## src/rtl/bitwise_pipe.sv

```systemverilog
// Two-stage valid/ready pipeline applying one of eight bitwise functions to a pair of operands.
// S1 holds the operands, S2 holds the result and its flags; a saturating counter tracks accepts.
module bitwise_pipe #(
    parameter int unsigned WIDTH   = 8,
    parameter int unsigned COUNT_W = 16
) (
    input  logic               clk_in,
    input  logic               rst_n_in,
    input  logic [WIDTH-1:0]   a_in,
    input  logic [WIDTH-1:0]   b_in,
    input  logic [2:0]         op_in,
    input  logic               in_valid_in,
    output logic               in_ready_out,
    output logic [WIDTH-1:0]   y_out,
    output logic               zero_out,
    output logic               parity_out,
    output logic               ones_out,
    output logic               out_valid_out,
    input  logic               out_ready_in,
    output logic [COUNT_W-1:0] count_out
);

    logic [WIDTH-1:0]   a_q, a_d;
    logic [WIDTH-1:0]   b_q, b_d;
    logic [2:0]         op_q, op_d;
    logic               s1_valid_q, s1_valid_d;
    logic [WIDTH-1:0]   y_q, y_d;
    logic               zero_q, zero_d;
    logic               parity_q, parity_d;
    logic               ones_q, ones_d;
    logic               s2_valid_q, s2_valid_d;
    logic [COUNT_W-1:0] cnt_q, cnt_d;

    logic               s2_free;
    logic               in_xfer;
    logic [WIDTH-1:0]   res;

    assign s2_free      = !s2_valid_q || out_ready_in;
    assign in_ready_out = !s1_valid_q || s2_free;
    assign in_xfer      = in_valid_in && in_ready_out;

    always_comb begin
        res = '0;
        unique case (op_q)
            3'd0: res = a_q & b_q;
            3'd1: res = a_q | b_q;
            3'd2: res = a_q ^ b_q;
            3'd3: res = ~(a_q ^ b_q);
            3'd4: res = ~a_q;
            3'd5: res = ~(a_q & b_q);
            3'd6: res = ~(a_q | b_q);
            3'd7: res = a_q;
            default: res = '0;
        endcase
    end

    always_comb begin
        a_d        = a_q;
        b_d        = b_q;
        op_d       = op_q;
        s1_valid_d = s1_valid_q;
        y_d        = y_q;
        zero_d     = zero_q;
        parity_d   = parity_q;
        ones_d     = ones_q;
        s2_valid_d = s2_valid_q;
        cnt_d      = cnt_q;

        // S1 captures the operands whenever it can advance, valid or not.
        if (in_ready_out) begin
            a_d        = a_in;
            b_d        = b_in;
            op_d       = op_in;
            s1_valid_d = in_valid_in;
        end

        if (s2_free) begin
            y_d        = res;
            zero_d     = (res == '0);
            parity_d   = ^res;
            ones_d     = &res;
            s2_valid_d = s1_valid_q;
        end

        if (in_xfer && (cnt_q != {COUNT_W{1'b1}})) begin
            cnt_d = cnt_q + COUNT_W'(1);
        end
    end

    always_ff @(posedge clk_in or negedge rst_n_in) begin
        if (!rst_n_in) begin
            a_q        <= '0;
            b_q        <= '0;
            op_q       <= '0;
            s1_valid_q <= 1'b0;
            y_q        <= '0;
            zero_q     <= 1'b0;
            parity_q   <= 1'b0;
            ones_q     <= 1'b0;
            s2_valid_q <= 1'b0;
            cnt_q      <= '0;
        end else begin
            a_q        <= a_d;
            b_q        <= b_d;
            op_q       <= op_d;
            s1_valid_q <= s1_valid_d;
            y_q        <= y_d;
            zero_q     <= zero_d;
            parity_q   <= parity_d;
            ones_q     <= ones_d;
            s2_valid_q <= s2_valid_d;
            cnt_q      <= cnt_d;
        end
    end

    assign y_out         = y_q;
    assign zero_out      = zero_q;
    assign parity_out    = parity_q;
    assign ones_out      = ones_q;
    assign out_valid_out = s2_valid_q;
    assign count_out     = cnt_q;

endmodule
```

## config.mk

```make
export PLATFORM = sky130hd
export DESIGN_NAME = bitwise_pipe
export DESIGN_NICKNAME = d
export VERILOG_FILES = /design/src/rtl/bitwise_pipe.sv
export SDC_FILE = /design/constraint.sdc
export NUM_CORES = 1
export LEC_CHECK = 0
export CORE_MARGIN = 10
export CORE_UTILIZATION = 35
export DETAILED_ROUTE_END_ITERATION = 10
export DONT_BUFFER_PORTS = 1
export PLACE_DENSITY = 0.56
export SYNTH_ARGS = -nofsm -noshare
export SYNTH_HDL_FRONTEND = slang
export SYNTH_SLANG_ARGS = --single-unit
```

## constraint.sdc

```tcl
create_clock -name clk_in -period 2.35 [get_ports clk_in]
set_input_delay 0.47 -clock clk_in [delete_from_list [all_inputs] [get_ports clk_in]]
set_output_delay 0.47 -clock clk_in [all_outputs]
set_load 0.01 [all_outputs]
```

==> flow_metrics.env <==
export IMPL_status="finished with violations"
export IMPL_antenna_found_initial=0
export IMPL_grt_max_degree=49
export IMPL_violations="hold timing, setup timing"
export IMPL_syn_num_nets=356
export IMPL_rsz0062_at_grt="true"
export IMPL_path_clk_slew_ns=0.10
export IMPL_vias=2234
export IMPL_grt_use_met3_pct=3.517
export IMPL_fin_nets=379
export IMPL_cp_top_family="simple AND/OR/NAND/NOR gates"
export IMPL_dieWidth_um=113.8
export IMPL_slew_headroom_pct=62.55
export IMPL_drc=0
export IMPL_cts_buffers=5
export IMPL_fmaxAchievable_mhz=399.7
export IMPL_hold_path_class="primary input to asynchronous set/reset pin"
export IMPL_reg2reg_setup_slack_ns=-0.15
export IMPL_finalWirelength_um=6946
export IMPL_final_max_slew_violation_count=0
export IMPL_drive_gt1_share_pct=20.48
export IMPL_cts_buffer_depth=2
export IMPL_multi_input_area_mm2=0.001754
export IMPL_path_class="register to register"
export IMPL_grt_busiest_layer="met2"
export IMPL_cp_arrival_ns=2.68
export IMPL_max_stage_delay_ns=0.57
export IMPL_reg2reg_depth=10
export IMPL_cts_tree="built"
export IMPL_hold_viol_final=10
export IMPL_syn_avg_cell_area_um2=10.01
export IMPL_path_buf_inv=1
export IMPL_via_per_inst=5.077
export IMPL_syn_inst=308
export IMPL_n_antenna_cell=0
export IMPL_hpwl_um=5118
export IMPL_ant_nets=0
export IMPL_initial_core_util_pct=35.69
export IMPL_ys_seq_elements=48
export IMPL_cts_root_buf="clkbuf_8"
export IMPL_ys_seq_area_share_pct=38.98
export IMPL_period_needed_ns=2.502
export IMPL_rows=34
export IMPL_use_met1_pct=13.56
export IMPL_synth_async_sr_flop_share_pct=100.0
export IMPL_p_leak_nw=1.656
export IMPL_crit_slowest_cell="or4_4"
export IMPL_grt_use_met2_pct=16.15
export IMPL_p_per_area_mw_per_mm2=802.1
export IMPL_yosysUniqueCellTypes=50
export IMPL_syn_area_mm2=0.003082
export IMPL_ios=52
export IMPL_path_cells="inv_2, ha_4, nor3b_4, or4_4, a211oi_4, or3_4, ha_4, xnor2_2, xnor2_1, o21ai_1"
export IMPL_gr_total_overflow=0
export IMPL_vdd_drop_max_mv=0.3776
export IMPL_tightest_slew_ns=0.5605
export IMPL_htreeDepth=2
export IMPL_drt_iter0_markers=97
export IMPL_port_buffers=0
export IMPL_cp_data_required_time_ns=2.53
export IMPL_crit_fanout=3
export IMPL_grtUsageTotal_pct=10.45
export IMPL_clock_latency_ns=0.31
export IMPL_syn2layout_area_growth_pct=16.57
export IMPL_maxCapViolations=0
export IMPL_gp_congestion=0.7961
export IMPL_worst_slack_ns=-0.1517
export IMPL_first_pass_iters=4
export IMPL_holdWs_ns=-0.009870
export IMPL_core_area_mm2=0.008636
export IMPL_yosysWarnings=0
export IMPL_synth_main_ff_cell="dfrtp_1"
export IMPL_grt_pass1_wl_um=11140
export IMPL_final_cells=440
export IMPL_die_h_um=113.8
export IMPL_wl_per_cell_um=15.79
export IMPL_setup_viol=2
export IMPL_clock_sinks=48
export IMPL_cp_end_kind="register"
export IMPL_crit_cells=10
export IMPL_mostFrequentLayoutCells="47 x dfrtp_1, 32 x buf_4, 30 x nand2_1"
export IMPL_final_common_cell="dfrtp_1"
export IMPL_synth_enable_flop_cells=0
export IMPL_grt_pass1_vias=2184
export IMPL_seq_area_mm2=0.001202
export IMPL_critPathLaunchType="register"
export IMPL_fillers=835
export IMPL_placed_cells=428
export IMPL_period_share_pct=106.5
export IMPL_dieArea_mm2=0.01296
export IMPL_clock_skew_ns=0.01319
export IMPL_path_common_cell="ha_4"
## cell type report
| class | instances | area share, % |
|---|---|---|
| multi-input combinational | 215 | 48.83 |
| sequential | 48 | 33.47 |
| timing repair buffer | 34 | 8.011 |
| tap | 108 | 3.762 |
| inverter | 27 | 2.821 |
| clock buffer | 5 | 1.916 |
| clock inverter | 3 | 1.184 |
## worst reg2reg max path, stage by stage, from the launching register on
cell,delay (ns)
dfrtp_1,0.40
inv_2,0.09
ha_4,0.21
nor3b_4,0.14
or4_4,0.57
a211oi_4,0.26
or3_4,0.16
ha_4,0.19
xnor2_2,0.12
xnor2_1,0.15
o21ai_1,0.07
## synth_stat cells, types with 2 or more instances
cell | instances | area (um^2)
buf_2 | 4 | 20.02
nor3_1 | 5 | 25.02
nor4_1 | 2 | 12.51
mux2_4 | 4 | 60.06
nor2b_1 | 3 | 18.77
and3_1 | 4 | 25.02
a211oi_1 | 6 | 45.04
inv_1 | 27 | 101.4
or2_2 | 2 | 12.51
nor3b_1 | 2 | 15.01
dfrtp_1 | 48 | 1201
mux2_1 | 9 | 101.4
nand2b_1 | 9 | 56.30
clkbuf_1 | 11 | 41.29
xnor2_1 | 6 | 52.55
nor2_1 | 5 | 18.77
mux4_2 | 4 | 90.09
a2111oi_1 | 4 | 40.04
xor2_1 | 11 | 96.34
a31oi_1 | 3 | 18.77
ha_1 | 25 | 312.8
mux2i_1 | 11 | 110.1
and2_1 | 4 | 25.02
o21ai_0 | 23 | 115.1
a21oi_1 | 4 | 20.02
nand3_1 | 12 | 60.06
mux2_2 | 3 | 33.78
a21o_1 | 2 | 15.01
nand2_1 | 30 | 112.6
nand4_1 | 4 | 25.02
buf_6 | 2 | 22.52
## flip-flops by register name, summed over array words and instances, names as in the netlist
signal and count:
zero_out 1, s1_valid_q 1, ones_out 1, out_valid_out 1, parity_out 1, y_out 8, count_out 16, op_q 3
a_q 8, b_q 8
## per-stage QoR
step	utilization (%)	worst slack [ns]	instance area (um^2)	total power (W)	TNS, ns
after floorplan	-	-0.05124	3085	0.001914	-0.05124
after detailed placement	38.99	-0.1148	3367	0.002209	-0.1148
after CTS	40.68	-0.07888	3513	0.002872	-0.07888
after global placement	38.99	-0.06886	3367	0.002180	-0.06886
final	41.60	-0.1517	3592	0.002881	-0.2012
after global routing	41.60	-0.2732	3592	0.003099	-0.4562
## logic make-up after synthesis
kind of cell / synth area share (%)
XOR/XNOR: 4.831
AND/OR/NAND/NOR: 15.59
buffers and inverters: 6.253
adder cells (fa/ha/maj): 10.15
flip-flops: 38.98
AO/OA/AOI/OAI: 11.37
multiplexers: 12.83
## final timing paths
| path | end | startpoint |
|---|---|---|
| min | y_out[6] | rst_n_in |
| min reg2reg | out_valid_out | s1_valid_q |
| max in group asynchronous | b_q[6] | rst_n_in |
| min in group clk_in | a_q[2] | a_in[2] |
| max | parity_out | a_q[4] |
| max reg2reg | parity_out | a_q[4] |
## per-layer routing
metal	up-vias	part of all wire (%)
met4	0	1.3
met5	-	0
met3	9	7.3
met1	1064	45
li1	1117	-
met2	44	47
## power breakdown
part	internal (W)	leakage (nW)	switching [W]	total, W
clock network	0.000316	0.0541	0.000305	0.000621
logic	0.000520	1.03	0.000458	0.000978
registers	0.00101	0.568	0.000274	0.00128
total	0.00184	1.66	0.00104	0.00288
## repair_timing
item                                    in CTS  in global routing
pin swaps                                    1                  6
buffers inserted                             1                  2
endpoints found under the hold margin       48                  0
cloned                                       0                  0
resized for setup                            0                 11
hold buffers                                 1                  0
endpoints found under the setup margin       1                  2
Power figures use the tool's default switching activity.
==> RTL change: new RTL, same flow settings <==
The parameter `COUNT_W` goes from 16 to 32.
--- a/src/rtl/bitwise_pipe.sv
+++ b/src/rtl/bitwise_pipe.sv
@@ -2,7 +2,7 @@
 // S1 holds the operands, S2 holds the result and its flags; a saturating counter tracks accepts.
 module bitwise_pipe #(
     parameter int unsigned WIDTH   = 8,
-    parameter int unsigned COUNT_W = 16
+    parameter int unsigned COUNT_W = 32
 ) (
     input  logic               clk_in,
     input  logic               rst_n_in,
Ports: changed (resized count_out); port bits go from 52 to 68. The function was not compared with the original's and may differ.
==> RTL change against the unedited design <==
- design area rose by 24%
- worst setup slack improved by 0.26 ns
- area after synthesis is 21% higher
- final cell count is 21% higher
- sequential power grew 18%
- sequential cell count rose by 16
- power grew 23%
- routed wire length up 31%
- critical path type unchanged
==> RTL change: results (changes against the unedited design) <==
| Metric | Value |
|---|---|
| Slowest cell on the critical path | `mux4_2 (was or4_4)` |
| Synth cell count leaders | `dfrtp_1 (64), nand2_1 (37), o21ai_0 (31), inv_1 (29), ha_1 (25) (was dfrtp_1 (48), nand2_1 (30), inv_1 (27), ha_1 (25), o21ai_0 (23))` |
| Seq/Total Area, Yosys | `42.9% (was 39.0%)` |
| Period utilization | `95.4% (was 106%)` |
| Final #Nets | `438 (was 379)` |
| R2r setup slk | `0.11 ns (was -0.15 ns)` |
| Number of global-route vias before repair | `2599 (was 2184)` |
| Filler cell count | `1035 (was 835)` |
| Htree depth | `3 (was 2)` |
| Mean post-synth cell area | `10.3 µm² (was 10.0 µm²)` |
| Seq group | `1510 µW (was 1280 µW)` |
| Top cells by area, synth | `dfrtp_1 (43%), ha_1 (8.4%), mux2_2 (5.1%) (was dfrtp_1 (39%), ha_1 (10%), o21ai_0 (3.7%))` |
| Gr usage total | `11.8% (was 10.5%)` |
| Worst-path clk slew | `0.07 ns (was 0.10 ns)` |
| Pre-CTS WS | `0.0214 ns (was -0.115 ns)` |
| Distinct cells, synth | `44 (was 50)` |
| Skew-Pair Late Insertion Delay | `0.36 ns (was 0.31 ns)` |
| GPL Wtd Cong | `0.775 (was 0.796)` |
| Syn_nets | `412 (was 356)` |
| Final HPWL DP | `6370 µm (was 5120 µm)` |
| Rel. slew slack | `66.5% (was 62.6%)` |
| Area after DPL | `3990 µm² (was 3370 µm²)` |
| Post-DR vias/cell | `5.19 (was 5.08)` |
| R2R depth | `9 (was 10)` |
| Worst hold path type | `in2reg (was in2async)` |
| First-pass GRT wire length | `14000 µm (was 11100 µm)` |
| Switching Power | `1160 µW (was 1040 µW)` |
| Number of buffers created by CTS | `9 (was 5)` |
| Iter 0 DRT Violations | `141 (was 97)` |
| Worst Setup SP | `a_q[3] (was a_q[4])` |
| Outcome | `complete, no violations (was finished with violations)` |
| Max reg flops | `32 (was 16)` |
| Largest net degree at the start of global routing | `65 (was 49)` |
| WL/cell | `17.1 µm (was 15.8 µm)` |
| Comb pwr | `931 µW (was 978 µW)` |
| CP delay by family, top | `multiplexers (was simple AND/OR/NAND/NOR gates)` |
| Dpl cells | `505 (was 428)` |
| Leakage power | `0.00201 µW (was 0.00166 µW)` |
| Arrival @ worst endpoint | `2.50 ns (was 2.68 ns)` |
| Root Driver | `clkbuf_8 (unchanged)` |
| Share of layout cells above drive strength 1 | `25.1% (was 20.5%)` |
-- RTL change: cell count changes after synthesis, moves of 8 or more --
| cell | delta |
|---|---|
| mux2_1 | -9 |
| xnor2_1 | +12 |
| mux2_2 | +14 |
| dfrtp_1 | +16 |
| nand4_1 | +9 |
| o21ai_0 | +8 |
-- RTL change: timing repair --
item / CTS / global route
endpoints found under the hold margin: 64 / 0
endpoints found under the setup margin: 0 / 1
resized for setup: 0 / 28
buffers inserted: 0 / 7
hold buffers: 2 / 0
-- RTL change: area by class of cell --
| cell class | instances | area [µm²] | share of cell area (%) |
|---|---|---|---|
| Clock buffer | 10 | 138 | 3.09 |
| Clock inverter | 6 | 91.3 | 2.05 |
| Inverter | 29 | 109 | 2.44 |
| Multi-Input combinational cell | 256 | 2060 | 46.3 |
| Sequential cell | 64 | 1600 | 36.0 |
| Tap cell | 136 | 170 | 3.82 |
| Timing Repair Buffer | 30 | 278 | 6.24 |
-- RTL change: logic make-up (layout without fill, tap and decap cells) --
family | Yosys count | after routing | share of synthesized area, %
xor gates and xnor gates | 31 | 31 | 7.27
and+or+nand+nor | 112 | 112 | 16.8
AOI/OAI and AO/OA | 54 | 54 | 8.21
adders and majority gates | 25 | 25 | 8.37
DFF | 64 | 64 | 42.9
muxes | 34 | 34 | 11.5
buffers and inverters | 44 | 75 | 5.02
-- RTL change: layer usage --
layer / GRT usage [%] / up-vias / part of all wire (%)
met5: 0 / - / 0
met4: 6.91 / 0 / 2.7
met3: 4.28 / 16 / 8.0
met2: 17.1 / 70 / 45
met1: 14.6 / 1337 / 44
li1: - / 1335 / -
